[config.mk]
export PLATFORM = sky130hd
export DESIGN_NAME = bcd_conv_sched
export DESIGN_NICKNAME = d
export VERILOG_FILES = /design/src/rtl/bcd_conv_sched.sv
export SDC_FILE = /design/constraint.sdc
export NUM_CORES = 1
export LEC_CHECK = 0
export BUFFER_PORTS_ARGS = -buffer_cell sky130_fd_sc_hd__buf_4
export CORE_ASPECT_RATIO = 1.5
export CORE_MARGIN = 3
export CORE_UTILIZATION = 50
export CTS_CLUSTER_SIZE = 20
export DETAILED_ROUTE_END_ITERATION = 8
export HOLD_SLACK_MARGIN = 0.06
export PLACE_DENSITY = 0.82
export SETUP_SLACK_MARGIN = 0.02
export SYNTH_ARGS = -nofsm -noshare
export SYNTH_HDL_FRONTEND = slang
export SYNTH_SLANG_ARGS = --single-unit
[constraint.sdc]
create_clock -name clk -period 2.87 [get_ports clk]
set_input_delay 0.574 -clock clk [delete_from_list [all_inputs] [get_ports clk]]
set_output_delay 0.574 -clock clk [all_outputs]
set_load 0.05 [all_outputs]
[src/rtl/bcd_conv_sched.sv]
// ---------------------------------------------------------------------------
// bcd_conv_sched
//
// Purpose:
//   Shares a single iterative double-dabble binary-to-BCD engine (one bit per
//   clock) among NCH requesters. A round-robin arbiter picks a requester,
//   captures its operand and acknowledges it with a one-cycle gnt pulse. The
//   engine then runs N shift/add-3 iterations. The BCD result, tagged with the
//   channel index, is returned over a valid/ready handshake.
//
// Ports:
//   clk        system clock, rising edge
//   rst_n      asynchronous active-low reset
//   req        per-channel request; held with its bin slice until gnt is seen
//   bin        packed operands, channel i at bin[i*N +: N]
//   gnt        one-hot, one-cycle capture acknowledge
//   busy       high from capture until the result handshake completes
//   out_valid  result available (registered)
//   out_ready  consumer accepts the result
//   out_bcd    packed BCD result, least significant digit in [3:0]
//   out_ch     channel index that produced out_bcd
// ---------------------------------------------------------------------------
module bcd_conv_sched #(
    parameter int N   = 8,
    parameter int NCH = 4,
    // Derived from NCH; not meant to be overridden.
    parameter int CW  = $clog2(NCH)
) (
    input  logic                 clk,
    input  logic                 rst_n,
    input  logic [NCH-1:0]       req,
    input  logic [NCH*N-1:0]     bin,
    output logic [NCH-1:0]       gnt,
    output logic                 busy,
    output logic                 out_valid,
    input  logic                 out_ready,
    output logic [N+3:0]         out_bcd,
    output logic [CW-1:0]        out_ch
);

    localparam int SW   = 2 * N + 4;         // shift register width
    localparam int ND   = N / 4 + 1;         // BCD nibbles at offsets N, N+4, ... <= 2N
    localparam int TOP  = N + 4 * ND;        // first bit above the highest nibble
    localparam int CNTW = $clog2(N + 1);

    typedef enum logic [1:0] {
        IDLE  = 2'd0,
        SHIFT = 2'd1,
        DONE  = 2'd2
    } state_t;

    state_t              state_q, state_d;
    logic [SW-1:0]       sr_q, sr_d;
    logic [CNTW-1:0]     cnt_q, cnt_d;
    logic [CW-1:0]       ch_q, ch_d;
    logic [CW-1:0]       rr_ptr_q, rr_ptr_d;
    logic [NCH-1:0]      gnt_q, gnt_d;
    logic                busy_q, busy_d;
    logic                out_valid_q, out_valid_d;
    logic [N+3:0]        out_bcd_q, out_bcd_d;
    logic [CW-1:0]       out_ch_q, out_ch_d;

    // -----------------------------------------------------------------------
    // Operand unpacking
    // -----------------------------------------------------------------------
    logic [N-1:0] bin_ch [NCH];

    for (genvar gi = 0; gi < NCH; gi++) begin : g_unpack
        assign bin_ch[gi] = bin[gi*N +: N];
    end

    // -----------------------------------------------------------------------
    // Round-robin candidate list: slot gi holds channel (rr_ptr + gi) mod NCH,
    // so slot 0 is the highest-priority channel this round.
    // -----------------------------------------------------------------------
    logic [CW-1:0] cand_idx [NCH];
    logic [NCH-1:0] cand_req;

    for (genvar gi = 0; gi < NCH; gi++) begin : g_cand
        logic [CW:0] sum;
        assign sum          = {1'b0, rr_ptr_q} + (CW+1)'(gi);
        assign cand_idx[gi] = (sum >= (CW+1)'(NCH)) ? CW'(sum - (CW+1)'(NCH)) : CW'(sum);
        assign cand_req[gi] = req[cand_idx[gi]];
    end

    logic          sel_found;
    logic [CW-1:0] sel_idx;

    // Scan from the lowest-priority slot upward so the last hit (the
    // highest-priority asserted slot) wins without needing a loop break.
    always_comb begin
        sel_found = 1'b0;
        sel_idx   = '0;
        for (int i = NCH - 1; i >= 0; i--) begin
            if (cand_req[i]) begin
                sel_found = 1'b1;
                sel_idx   = cand_idx[i];
            end
        end
    end

    // -----------------------------------------------------------------------
    // Double-dabble correction: each BCD nibble >= 5 gets +3 before the shift
    // so that the shift carries correctly into the next decimal digit. The
    // 4-bit add wraps by construction; nibbles never carry into each other.
    // -----------------------------------------------------------------------
    logic [SW-1:0] sr_adj;

    assign sr_adj[N-1:0] = sr_q[N-1:0];

    for (genvar gi = 0; gi < ND; gi++) begin : g_add3
        localparam int OFF = N + 4 * gi;
        assign sr_adj[OFF+3:OFF] = (sr_q[OFF+3:OFF] >= 4'd5) ?
                                   (sr_q[OFF+3:OFF] + 4'd3) : sr_q[OFF+3:OFF];
    end

    if (TOP < SW) begin : g_pass_top
        assign sr_adj[SW-1:TOP] = sr_q[SW-1:TOP];
    end

    // Next round-robin pointer: the channel after the one just served.
    logic [CW:0]   ch_inc;
    logic [CW-1:0] ch_next;

    assign ch_inc  = {1'b0, ch_q} + (CW+1)'(1);
    assign ch_next = (ch_inc >= (CW+1)'(NCH)) ? '0 : CW'(ch_inc);

    // -----------------------------------------------------------------------
    // Next-state logic
    // -----------------------------------------------------------------------
    always_comb begin
        state_d     = state_q;
        sr_d        = sr_q;
        cnt_d       = cnt_q;
        ch_d        = ch_q;
        rr_ptr_d    = rr_ptr_q;
        gnt_d       = '0;           // gnt is a single-cycle pulse
        busy_d      = busy_q;
        out_valid_d = out_valid_q;
        out_bcd_d   = out_bcd_q;
        out_ch_d    = out_ch_q;

        case (state_q)
            IDLE: begin
                if (sel_found) begin
                    sr_d    = {{(SW-N){1'b0}}, bin_ch[sel_idx]};
                    cnt_d   = CNTW'(N);
                    ch_d    = sel_idx;
                    gnt_d   = NCH'(1) << sel_idx;
                    busy_d  = 1'b1;
                    state_d = SHIFT;
                end
            end

            SHIFT: begin
                sr_d  = sr_adj << 1;
                cnt_d = cnt_q - CNTW'(1);
                // Final iteration: publish the freshly shifted digits directly
                // so out_valid rises on the same edge the engine finishes.
                if (cnt_q == CNTW'(1)) begin
                    state_d     = DONE;
                    out_valid_d = 1'b1;
                    out_bcd_d   = sr_d[SW-1:N];
                    out_ch_d    = ch_q;
                end
            end

            DONE: begin
                if (out_ready) begin
                    out_valid_d = 1'b0;
                    busy_d      = 1'b0;
                    rr_ptr_d    = ch_next;
                    state_d     = IDLE;
                end
            end

            default: begin
                state_d = IDLE;
            end
        endcase
    end

    // -----------------------------------------------------------------------
    // State registers
    // -----------------------------------------------------------------------
    always_ff @(posedge clk or negedge rst_n) begin
        if (!rst_n) begin
            state_q     <= IDLE;
            sr_q        <= '0;
            cnt_q       <= '0;
            ch_q        <= '0;
            rr_ptr_q    <= '0;
            gnt_q       <= '0;
            busy_q      <= 1'b0;
            out_valid_q <= 1'b0;
            out_bcd_q   <= '0;
            out_ch_q    <= '0;
        end else begin
            state_q     <= state_d;
            sr_q        <= sr_d;
            cnt_q       <= cnt_d;
            ch_q        <= ch_d;
            rr_ptr_q    <= rr_ptr_d;
            gnt_q       <= gnt_d;
            busy_q      <= busy_d;
            out_valid_q <= out_valid_d;
            out_bcd_q   <= out_bcd_d;
            out_ch_q    <= out_ch_d;
        end
    end

    assign gnt       = gnt_q;
    assign busy      = busy_q;
    assign out_valid = out_valid_q;
    assign out_bcd   = out_bcd_q;
    assign out_ch    = out_ch_q;

endmodule

==> results.yml <==
logic_synthesis:
  ys_seq_area_share_pct: 48.2
  synthSimpleGateAreaFrac_pct: 19.2
  ys_warn_count: 0
  yosysTopAreaCellShare_pct: 48.2
  synth_area_leader_cell: "dfrtp_1"
  synth_adder_area_share_pct: 4.34
  syn_inst: 274
  synthFlopType: "dfrtp_1"
  syn-num-nets: 322
  avgSynthCellArea_sq_um: 9.48
  ys_top_cells_by_area: "dfrtp_1 48%, nand2_1 7.7%, o21ai_0 6.6%"
  syn-cell-area_sq_um: 2600
  synth-xor-area-share_pct: 1.35
  synth-edff-count: 0
  synth_seq_cells: 50
  ys_types: 32
  synth.mux.area_fraction_pct: 6.65
  synth-compound-area-share_pct: 17.6
  synth_top_family_by_area: "simple AND/OR/NAND/NOR gates"
  synthArstFlopShare_pct: 100
worst_setup_path:
  worstSetupStartpointType: "flop"
  crit_fanout: 7
  critical_path_class: "flop to flop"
  end_kind: "flop"
  critPathMaxStageDelay_ns: 0.47
  crit_required_ns: 3.06
  crit_chain: "nor3b_1 -> a211oi_2 -> nor2_1 -> mux2_2 -> a211o_1"
  crit_path_top_delay_cell: "dfrtp_1"
  arrival_ns: 2.24
finish:
  syn_to_final_growth_pct: 23.9
  num-nets-final: 381
  multi_input_area_sq_um: 1280
  regArea_sq_um: 1250
  final_cell_mix: "62 x buf_4, 53 x nand2_1, 50 x dfrtp_1, 34 x o21ai_0, 14 x nand3_1"
  layout-drive-gt1-share_pct: 26.3
  n_fill_cell: 432
  layout_commonest_cell: "buf_4"
  n_antenna_cell: 0
sta:
  setup_viol: 0
  totalNegativeSetupSlack_ns: 0
  fin_worst_skew_ns: 0.00444
  fin_crit_sh_pct: 71.3
  relSlewSlack_pct: 47.8
  min_period_ns: 2.05
  rsz0062_at_grt: "false"
  max_freq_ghz: 0.489
  tightest_slew_ns: 0.781
  hold_violations: 0
  whs_ns: 0.278
  slew_viol_final: 0
pwr:
  p_leak_nw: 1.51
  vdd_ir_drop_max_v: 0.000538
  p_per_area_nw_per_um2: 1080
grt:
  grt_pass1_vias: 2165
  antenna_found_initial: 0
  grt_max_degree: 51
  grt_pass1_wl_microns: 9880
  grt.overflow.total: 0
  track_usage_pct: 20.8
drt:
  drt_first_pass_iters: 4
  drt_iter0_drc: 88
  drt.antenna.violating_nets: 0
  wirelength_microns: 5880
  drc: 0
  routedWlPerCell_microns: 14.7
  via_per_inst: 5.50
  num_vias: 2200
clocking:
  cts_setup_buffers: 0
  clockRootBuffer: "clkbuf_8"
  cts-resized-gates: 0
  clkSinkCount: 50
  clkSlewWorstSetupHoldPaths_ns: 0.09
  cts_tree: "done"
  insertion_delay_ns: 0.30
  holdBufCountCts: 0
  cts_buffer_depth: 2
  cts_buffers: 5
  cts_max_level: 2
flow_run:
  maxCapViolations: 0
min_path:
  hp-class: "primary input to async pin"
floorplanning:
  row_count: 31
  die_h_microns: 94.3
  initial_core_util_pct: 52.7
  die_w_microns: 64.8
  die-area_sq_um: 6110
  coreArea_sq_um: 4930
  ios: 59
placement:
  dp_hpwl_microns: 4470
  gp_congestion: 0.777
  port_buffers: 58
run_status:
  outcome: "finished clean"
-- worst max-delay path: cells and delay by family, from the launching register on --
family	cells	cell delay [ns]
muxes	1	0.38
AOI/OAI and AO/OA	2	0.41
DFF	1	0.47
and+or+nand+nor	2	0.69
-- through the flow --
step | util (%) | setup WS, ns | std cells | area, sq um | power, mW
2_1_floorplan | - | 0.968 | 274 | 2600 | 2.51
4_1_cts | 65.3 | 0.823 | 400 | 3220 | 3.50
5_1_grt | 65.3 | 0.656 | 400 | 3220 | 3.76
3_5_place_dp | 63.0 | 0.602 | 392 | 3110 | 3.03
6_report | 65.3 | 0.824 | 400 | 3220 | 3.48
3_3_place_gp | 63.0 | 0.663 | 392 | 3110 | 2.95
-- routing by layer --
layer / track usage, % / wire (microns) / up-vias
met5: 0 / 0 / -
met4: 8.99 / 167 / 0
met3: 3.59 / 255 / 12
met2: 37.4 / 3150 / 59
met1: 23.6 / 2310 / 1041
li1: - / - / 1088
-- cell families (layout without fill, tap and decap cells) --
family	Yosys count	count (layout)
buffers and inverters	18	78
AND/OR/NAND/NOR	102	102
AO/OA/AOI/OAI	75	75
adder cells (fa/ha/maj)	9	9
flip-flops	50	50
multiplexers	16	16
XOR/XNOR	4	4
-- sequential cells by signal, summed over array words and instances, names as in the netlist --
| signal | cells |
|---|---|
| busy | 1 |
| out_ch | 2 |
| sr_q | 20 |
| out_bcd | 12 |
| rr_ptr_q | 2 |
| out_valid | 1 |
| state_q | 2 |
| cnt_q | 4 |
| gnt | 4 |
| ch_q | 2 |
-- synth_stat cells, drive strengths merged, types with 2 or more instances --
cell    count
xnor2       4
o211ai      5
nand3      14
mux2       10
a31oi       5
mux2i       6
nand2b      7
a211o       6
nor2        9
ha          9
clkbuf      9
o31ai       4
dfrtp      50
nor3b       7
o21ai      34
nor3        4
a211oi      2
a21oi      12
or2         2
o22ai       6
inv         8
nand2      53
nor4        2
-- worst paths after layout --
path | start | slack (ns) | depth (start not counted) | end
worst max register to register | rr_ptr_q[1] | 0.82 | 5 | sr_q[1]
worst min-delay path | rst_n | 0.28 | 1 | out_bcd[3]
max in group asynchronous | rst_n | 2.17 | 1 | out_bcd[0]
worst min register to register | out_bcd[4] | 0.48 | 2 | out_bcd[4]
min in group clk | out_ready | 0.48 | 2 | state_q[1]
worst max-delay path | rr_ptr_q[1] | 0.82 | 5 | sr_q[1]
-- where the power goes --
group | switching [mW] | internal, mW | total [mW]
clock network | 0.225 | 0.244 | 0.468
logic | 1.11 | 0.679 | 1.79
registers | 0.228 | 0.994 | 1.22
-- final cells by class --
cell class,instances,area share (%)
Clock buffer,8,3.42
Inverter,8,0.934
Multi-Input combinational cell,206,39.7
Sequential cell,50,38.9
Tap cell,66,2.57
Timing Repair Buffer,62,14.5
No activity file was read; power rests on OpenSTA's default activity.
